`config.mk`:
```
export PLATFORM = sky130hd
export DESIGN_NAME = mem_stage_ctrl_flat
export DESIGN_NICKNAME = d
export VERILOG_FILES = /design/src/rtl/mem_stage_pkg.sv /design/src/rtl/mem_stage_ctrl_if.sv /design/src/rtl/mem_stage_ctrl_wait_cnt.sv /design/src/rtl/mem_stage_ctrl.sv /design/src/flat_wrapper.sv
export SDC_FILE = /design/constraint.sdc
export NUM_CORES = 1
export LEC_CHECK = 0
export ABC_AREA = 1
export CORE_ASPECT_RATIO = 1.5
export CORE_MARGIN = 4
export CORE_UTILIZATION = 37
export CTS_CLUSTER_SIZE = 14
export DETAILED_ROUTE_END_ITERATION = 8
export HOLD_SLACK_MARGIN = 0.1
export PLACE_DENSITY = 0.77
export SYNTH_ARGS = -nofsm -noshare
export SYNTH_HDL_FRONTEND = slang
export SYNTH_HIERARCHICAL = 1
export SYNTH_SLANG_ARGS = --single-unit
export TNS_END_PERCENT = 50
```
`constraint.sdc`:
```
create_clock -name clk -period 2 [get_ports clk]
set_clock_uncertainty 0.2 [all_clocks]
set_input_delay 0.2 -clock clk [delete_from_list [all_inputs] [get_ports clk]]
set_output_delay 0.2 -clock clk [all_outputs]
set_load 0.1 [all_outputs]
```
`src/rtl/mem_stage_pkg.sv`:
```
// rtl/mem_stage_pkg.sv - shared state encoding and defaults for the memory stage
package mem_stage_pkg;

  localparam int DATA_W_DEF   = 16;
  localparam int MAX_WAIT_DEF = 15;
  localparam int CNT_W_DEF    = 4;

  typedef enum logic [2:0] {
    IDLE = 3'd0,
    REQ  = 3'd1,
    WAIT = 3'd2,
    HALT = 3'd3,
    ERR  = 3'd4
  } stateT;

endpackage

```
`src/rtl/mem_stage_ctrl_if.sv`:
```
// rtl/mem_stage_ctrl_if.sv - request/done bus between the memory stage and data memory
interface mem_stage_ctrl_if #(
  parameter int DATA_W = 16
);
  logic [DATA_W-1:0] memAddr;
  logic [DATA_W-1:0] memDataIn;
  logic              memRd;
  logic              memWr;
  logic              memStall;
  logic              memDone;
  logic [DATA_W-1:0] memDataOut;

  modport master (
    output memAddr, memDataIn, memRd, memWr,
    input  memStall, memDone, memDataOut
  );

  modport slave (
    input  memAddr, memDataIn, memRd, memWr,
    output memStall, memDone, memDataOut
  );
endinterface

```
`src/rtl/mem_stage_ctrl_wait_cnt.sv`:
```
// rtl/mem_stage_ctrl_wait_cnt.sv - watchdog counter for outstanding memory accesses
module mem_wait_cnt #(
  parameter int CNT_W    = 4,
  parameter int MAX_WAIT = 15
) (
  input  logic clk,
  input  logic rst,
  input  logic clear,
  input  logic inc,
  output logic expired
);

  localparam logic [CNT_W-1:0] LAST = CNT_W'(MAX_WAIT - 1);

  logic [CNT_W-1:0] cnt;

  always_ff @(posedge clk) begin
    if (rst || clear) begin
      cnt <= '0;
    end else if (inc) begin
      cnt <= cnt + 1'b1;
    end
  end

  // High during the MAX_WAIT-th counted cycle, so the stage leaves on the next edge
  assign expired = inc && (cnt == LAST);

endmodule

```
`src/rtl/mem_stage_ctrl.sv`:
```
// rtl/mem_stage_ctrl.sv - memory stage FSM and datapath; UNALIGNED_ERR_EN makes odd addresses an error
module mem_stage_ctrl
  import mem_stage_pkg::*;
#(
  parameter int DATA_W   = DATA_W_DEF,
  parameter int MAX_WAIT = MAX_WAIT_DEF,
  parameter int CNT_W    = CNT_W_DEF
) (
  input  logic              clk,
  input  logic              rst,
  input  logic              exValid,
  input  logic              memRead,
  input  logic              memWrite,
  input  logic              halt,
  input  logic [DATA_W-1:0] aluOut,
  input  logic [DATA_W-1:0] wrtData,
  mem_stage_ctrl_if.master  memBus,
  output logic [DATA_W-1:0] wbData,
  output logic              wbValid,
  output logic              stallPipe,
  output logic              err,
  output logic              halted
);

  stateT             state;
  stateT             nextState;
  logic              opLoad;
  logic [DATA_W-1:0] latAddr;
  logic [DATA_W-1:0] latData;
  logic              memOp;
  logic              bothOp;
  logic              badAlign;
  logic              accept;
  logic              cntInc;
  logic              expired;

  function automatic logic [DATA_W-1:0] alignAddr(input logic [DATA_W-1:0] a);
`ifdef UNALIGNED_ERR_EN
    return a;
`else
    return {a[DATA_W-1:1], 1'b0};
`endif
  endfunction

  assign memOp  = memRead | memWrite;
  assign bothOp = memRead & memWrite;
`ifdef UNALIGNED_ERR_EN
  assign badAlign = aluOut[0];
`else
  assign badAlign = 1'b0;
`endif

  assign accept = (state == IDLE) && exValid && !halt && memOp && !bothOp && !badAlign;
  assign cntInc = (state == REQ) || (state == WAIT);

  mem_wait_cnt #(
    .CNT_W    (CNT_W),
    .MAX_WAIT (MAX_WAIT)
  ) uWaitCnt (
    .clk     (clk),
    .rst     (rst),
    .clear   (accept),
    .inc     (cntInc),
    .expired (expired)
  );

  always_ff @(posedge clk) begin
    if (rst) begin
      state <= IDLE;
    end else begin
      state <= nextState;
    end
  end

  // Operands are captured at acceptance and held until retire for REQ re-drives and store write-back
  always_ff @(posedge clk) begin
    if (rst) begin
      opLoad  <= 1'b0;
      latAddr <= '0;
      latData <= '0;
    end else if (accept) begin
      opLoad  <= memRead;
      latAddr <= aluOut;
      latData <= wrtData;
    end
  end

  always_comb begin
    nextState = state;
    case (state)
      IDLE: begin
        if (exValid) begin
          if (halt) begin
            nextState = HALT;
          end else if (bothOp || (memOp && badAlign)) begin
            nextState = ERR;
          end else if (memOp) begin
            nextState = memBus.memStall ? REQ : WAIT;
          end
        end
      end
      REQ: begin
        if (expired) begin
          nextState = ERR;
        end else if (!memBus.memStall) begin
          nextState = WAIT;
        end
      end
      WAIT: begin
        if (memBus.memDone) begin
          nextState = IDLE;
        end else if (expired) begin
          nextState = ERR;
        end
      end
      HALT:    nextState = HALT;
      ERR:     nextState = ERR;
      default: nextState = IDLE;
    endcase
  end

  always_comb begin
    memBus.memAddr   = '0;
    memBus.memDataIn = '0;
    memBus.memRd     = 1'b0;
    memBus.memWr     = 1'b0;
    wbData           = '0;
    wbValid          = 1'b0;
    stallPipe        = 1'b0;
    err              = 1'b0;
    halted           = 1'b0;
    case (state)
      IDLE: begin
        if (exValid) begin
          if (halt || bothOp || (memOp && badAlign)) begin
            stallPipe = 1'b1;
          end else if (memOp) begin
            memBus.memRd     = memRead;
            memBus.memWr     = memWrite;
            memBus.memAddr   = alignAddr(aluOut);
            memBus.memDataIn = wrtData;
            stallPipe        = 1'b1;
          end else begin
            wbValid = 1'b1;
            wbData  = aluOut;
          end
        end
      end
      REQ: begin
        memBus.memRd     = opLoad;
        memBus.memWr     = !opLoad;
        memBus.memAddr   = alignAddr(latAddr);
        memBus.memDataIn = latData;
        stallPipe        = 1'b1;
      end
      WAIT: begin
        stallPipe = 1'b1;
        if (memBus.memDone) begin
          wbValid   = 1'b1;
          stallPipe = 1'b0;
          wbData    = opLoad ? memBus.memDataOut : latAddr;
        end
      end
      HALT: begin
        halted    = 1'b1;
        stallPipe = 1'b1;
      end
      ERR: begin
        err       = 1'b1;
        stallPipe = 1'b1;
      end
      default: begin
        stallPipe = 1'b0;
      end
    endcase
  end

endmodule
```
`src/flat_wrapper.sv`:
```
// flat-port wrapper written by rule: the top's interface ports become plain ports
module mem_stage_ctrl_flat import mem_stage_pkg::*;
#(
  parameter int DATA_W   = DATA_W_DEF,
  parameter int MAX_WAIT = MAX_WAIT_DEF,
  parameter int CNT_W    = CNT_W_DEF
)
  (clk, rst, exValid, memRead, memWrite, halt, aluOut, wrtData, wbData, wbValid, stallPipe, err, halted, memBus_memAddr, memBus_memDataIn, memBus_memRd, memBus_memWr, memBus_memStall, memBus_memDone, memBus_memDataOut);
  mem_stage_ctrl_if #(.DATA_W(DATA_W)) memBus_i ();
  input  logic clk;
  input  logic rst;
  input  logic exValid;
  input  logic memRead;
  input  logic memWrite;
  input  logic halt;
  input  logic [DATA_W-1:0] aluOut;
  input  logic [DATA_W-1:0] wrtData;
  output logic [DATA_W-1:0] wbData;
  output logic wbValid;
  output logic stallPipe;
  output logic err;
  output logic halted;
  output wire logic [$bits(memBus_i.memAddr)-1:0] memBus_memAddr;
  output wire logic [$bits(memBus_i.memDataIn)-1:0] memBus_memDataIn;
  output wire logic [$bits(memBus_i.memRd)-1:0] memBus_memRd;
  output wire logic [$bits(memBus_i.memWr)-1:0] memBus_memWr;
  input wire logic [$bits(memBus_i.memStall)-1:0] memBus_memStall;
  input wire logic [$bits(memBus_i.memDone)-1:0] memBus_memDone;
  input wire logic [$bits(memBus_i.memDataOut)-1:0] memBus_memDataOut;
  assign memBus_memAddr = memBus_i.memAddr;
  assign memBus_memDataIn = memBus_i.memDataIn;
  assign memBus_memRd = memBus_i.memRd;
  assign memBus_memWr = memBus_i.memWr;
  assign memBus_i.memStall = memBus_memStall;
  assign memBus_i.memDone = memBus_memDone;
  assign memBus_i.memDataOut = memBus_memDataOut;
  mem_stage_ctrl #(.DATA_W(DATA_W), .MAX_WAIT(MAX_WAIT), .CNT_W(CNT_W)) u_core (.clk(clk), .rst(rst), .exValid(exValid), .memRead(memRead), .memWrite(memWrite), .halt(halt), .aluOut(aluOut), .wrtData(wrtData), .memBus(memBus_i), .wbData(wbData), .wbValid(wbValid), .stallPipe(stallPipe), .err(err), .halted(halted));
endmodule
```
-- Yosys cells after proc, flatten, opt, wreduce, memory -nomap -nowiden
Index checks and enable logic that the tools add are counted.
- register bits: 40
- add/subtract/negate cells: 1
- equality and inequality tests: 9
- reduce and logical (&&, ||, !) cells: 14
- mux-type cells: 44
- bitwise operators: 2
- operators by type and width (cell ; number):
    $mux 16 ; 11
    $pmux 16 s2 ; 3
    $mux 3 ; 8
    $mux 1 ; 16
    $pmux 3 s5 ; 1
    $eq 3x2->1 const B ; 2
    $ne 3x2->1 const B ; 2
    $pmux 1 s2 ; 3
    $logic_and 1x1->1 ; 5
    $add 4x1->4 const B ; 1
    $eq 4x4->1 const B ; 1
    $ne 4x2->1 const B ; 1
    $reduce_and 4->1 ; 1
    $eq 3x1->1 const B ; 1
    $eq 3x3->1 const B ; 1
    $logic_not 1->1 ; 3
    $logic_not 3->1 ; 1
    $logic_or 1x1->1 ; 3
    $pmux 1 s3 ; 1
    $reduce_or 3->1 ; 1
    $mux 2 ; 1
    $ne 2x2->1 const B ; 1
    $and 1x1->1 ; 1
    $or 1x1->1 ; 1

-- Longest topological paths before layout
- depth in word-level cells: 6
- mapped depth: 13
- gate-level depth less buffers: 12

-- Cells and area by module
Netlist, hierarchy kept.
- modules (own cells, without submodules) (module ; seq. area each (µm²) ; cells each ; instances ; area an instance (µm²)):
    mem_stage_ctrl ; 720.7 ; 350 ; 1 ; 2122.0
    mem_wait_cnt ; 80.1 ; 27 ; 1 ; 193.9

-- Least setup slack after synthesis
Ideal clock, no wire load.
- path type: reg-to-output
- start: register u_core.state[0]
- end: output port memBus_memAddr[10]
- buffers on the path: 1
- stages on the path, launching flop included: 6
- slack: -1427 ps
- arrival time: 3027 ps
- path through: dfxtp_1 -> inv_1 -> nor3_2 -> inv_1 -> clkbuf_1 -> o21ai_0
- word-level cells in the longest chain between the ends: 2
- elaborated cells on any way between the ends: 3
- classes of those cells: eq/ne: 1; mux: 1; reduce/logical: 1
- RTL lines (what ; line ; source):
    start, declared ; mem_stage_ctrl.sv:25 ; stateT state;
    start signal, assigned ; mem_stage_ctrl.sv:71 ; state <= nextState;
    $eq 3x1->1 or $logic_not 3->1 (tied branches) ; mem_stage_ctrl.sv:132 ; case (state)
    $pmux 16 s2 (*) ; mem_stage_ctrl.sv:132 ;
    end, declared ; flat_wrapper.sv:23 ; output wire logic [$bits(memBus_i.memAddr)-1:0] memBus_memAddr;
Mark *: on every way between the ends. The rest lies on a longest branch, timed or not.

-- Worst setup path after layout
- start: input port halt
- end: output port memBus_memDataIn[0]
- word-level cells in the longest chain between the ends: 4
- RTL lines (what ; line ; source):
    start, declared ; flat_wrapper.sv:15 ; input logic halt;
    $logic_or 1x1->1 ; mem_stage_ctrl.sv:135 ; if (halt || bothOp || (memOp && badAlign)) begin
    $mux 16 ; mem_stage_ctrl.sv:135 ;
    $mux 16 ; mem_stage_ctrl.sv:134 ; if (exValid) begin
    $pmux 16 s2 ; mem_stage_ctrl.sv:132 ;
    end, declared ; flat_wrapper.sv:24 ; output wire logic [$bits(memBus_i.memDataIn)-1:0] memBus_memDataIn;
Every way passes these cells.

==> flow_metrics.tcl <==
set metrics [dict create \
    path_common_cell "buf_12" \
    cts_buffer_depth 2 \
    die_w_um 72.60 \
    synth_fa_ha_area_share_pct 1.080 \
    numPortBuffers 108 \
    pwr-share-comb_pct 67.1 \
    period_share_pct 112.4 \
    total_power_w 0.005054 \
    drc_errors 0 \
    synth.area.mux_share_pct 0.8644 \
    clock.fmax_mhz 444.9 \
    coreArea_um2 6131 \
    p_clk_share_pct 13.2 \
    overflow 0 \
    setup_viol 53 \
    p_seq_share_pct 19.8 \
    synth-compound-area-share_pct 20.58 \
    groute.usage.overall_pct 26.68 \
    slowest_stage "clkdlybuf4s50_1" \
    power_leakage_nw 2.290 \
    cts_buffers 5 \
    hold_buffers 0 \
    grt_pass1_vias 3263 \
    grt_pass1_wl_um 15940 \
    final_nets 598 \
    gp_congestion 0.8069 \
    syn_avg_cell_area_um2 6.143 \
    switching_power_w 0.002551 \
    crit_type "input port to output pin" \
    post_drt_wl_per_cell_um 21.18 \
    synth_top_family_by_area "simple AND/OR/NAND/NOR gates" \
    peakVddDrop_mv 0.8710 \
    endpoint_kind "output pin" \
    max_stage_delay_ps 440 \
    outcome "complete, but fails checks" \
    violations "setup timing" \
    synthFlopType "dfxtp_1" \
    critPathArrivalTime_ps 1850 \
    fill_cells 251 \
    report.final.hold_viol_count 0 \
    die_area_um2 7615 \
    grt_max_degree 27 \
    finalCriticalPeriod_ps 2248 \
    clock_latency_ps 300 \
    seq_area_frac_synth_pct 34.58 \
    cts.htree.levels 2 \
    drive_above_1_share_pct 44.18 \
    syn-num-nets 435 \
    critical_path_peak_fanout 9 \
    hpwl_um 6609 \
    synth-simple-area-share_pct 29.88 \
    vias_per_cell 5.686 \
    yosys-top-cells-count "127 x nand2_1, 50 x a21oi_1, 47 x inv_1, 40 x dfxtp_1, 32 x nor2_1" \
    internal_power_w 0.002503 \
    yosysMostFrequentCell "nand2_1" \
    clkTransAtPathRegs_ps 70 \
    synth_cells 377 \
    rsz0062_at_grt "true" \
    hold_ws_ps 263.8 \
    yosys.area.top_type "dfxtp_1" \
    area_growth_pct 135.7 \
    power.share.switching_pct 50.47 \
    ant_nets 0 \
    vias 3497 \
    cts.sinks 40 \
    path_cells "clkdlybuf4s50_1 > inv_2 > nand3_4 > a21oi_4 > buf_12 > buf_12 > nand2_2 > nand2_2 > buf_12" \
    cp.required_ps 1600 \
    placed_cell_area_um2 4626 \
    design_area_um2 5459 \
    ios 110 \
    tns_ps -9180 \
    final_core_util_pct 89.04 \
    initial_core_util_pct 37.78 \
    cts_tree "done" \
    synth_edf_count 0 \
    drt-pass1-iter-count 5 \
    p_per_area_nw_per_um2 925.8 \
    wirelength_um 13020 \
    yosysUniqueCellTypes 25 \
    ys_ff_latch 40 \
    rows 35 \
    final_max_slew_viol_count 0 \
    diodes 0 \
    synth.cell_area_um2 2316 \
    async_reset_ff_share_pct 0 \
    hp-class "register to register" \
    drv_cap 0 \
    die_height_um 104.9 \
    antenna_found_initial 0 \
    ys_warn_count 6 \
    dr.first_iter.drc_count 332 \
    clock-root-buffer "clkbuf_8" \
    cp-start-kind "input port" \
    synth_top_area_share_pct 34.58 \
    synthTopCellsByArea "dfxtp_1 35%, nand2_1 21%, a21oi_1 11%" \
    synth_xor_area_share_pct 0 \
    setup_ws_ps -247.8 \
]
through the flow:
stage | std cells | setup WS, ps
finish | 615 | -247.8
global route | 615 | -293.7
CTS | 610 | -133.8
detailed placement | 587 | -196.4
global placement | 587 | -128.7
floorplan | 377 | -529.3
timing repair:
item / CTS / global route
gates cloned: 3 / 1
endpoints found under the hold margin: 0 / 0
buffers inserted: 12 / 4
pin swaps: 7 / 16
gates resized for setup: 64 / 70
setup endpoints to repair: 51 / 72
cell usage in the layout, fill, tap and decap left out, types with 3 or more instances in the layout:
cell type / n
nand2_2: 29
nor2_4: 3
buf_6: 3
nand3_1: 3
o21ai_0: 6
dfxtp_1: 37
nor2_2: 3
buf_4: 54
clkbuf_8: 5
o21ai_4: 14
clkdlybuf4s50_1: 53
inv_1: 43
buf_16: 3
o22ai_4: 15
buf_12: 60
inv_2: 4
nand2_4: 25
nand3_4: 4
nand2_1: 73
nor2_1: 28
a21oi_1: 49
power groups by stage:
stage | clock network, W | registers [W] | logic [W]
after global routing | 0.000710 | 0.00101 | 0.00347
after detailed placement | 0 | 0.000994 | 0.00276
final | 0.000666 | 0.000999 | 0.00339
after CTS | 0.000662 | 0.000984 | 0.00307
after floorplan | 0 | 0.000961 | 0.00175
after global placement | 0 | 0.000984 | 0.00271
critical path, delay by kind of cell:
kind	cells	cell delay [ps]
buffers and inverters	5	1070
AO/OA/AOI/OAI	1	220
AND/OR/NAND/NOR	3	330
state kept, by name, indices dropped and copies added (netlist names):
register,cells
u_core/latAddr,16
u_core/latData,16
u_core/uWaitCnt/cnt,4
u_core/state,3
u_core/opLoad,1
per-layer routing:
metal,GRT usage [%],up-vias,wire length (um)
li1,-,1520,-
met1,26.66,1661,4220
met2,51.23,233,6921
met3,3.850,83,830
met4,12.66,0,1052
met5,0,-,0
worst paths after layout:
check,start,cells after the start,slack [ps],to
min,u_core/latData[4],2,260,u_core/latData[4]
max reg2reg,u_core/state[0],10,10,u_core/latAddr[8]
min reg2reg,u_core/latData[4],2,260,u_core/latData[4]
max,halt,9,-250,memBus_memDataIn[0]
area by class of cell:
type	instances	area (um2)	area share [%]
Sequential cell	40	809.5	14.83
Clock buffer	6	72.57	1.329
Clock inverter	2	35.03	0.6418
Tap cell	74	92.59	1.696
Timing Repair Buffer	177	2315	42.40
Inverter	49	188.9	3.461
Multi-Input combinational cell	267	1946	35.64
logic make-up after synthesis:
group           after synthesis
flops                        40
mux                           2
simple gates                173
fa+ha+maj                     2
other cells                   1
buf+inv                      70
compound gates               89
No activity file was read; power rests on OpenSTA's default activity.
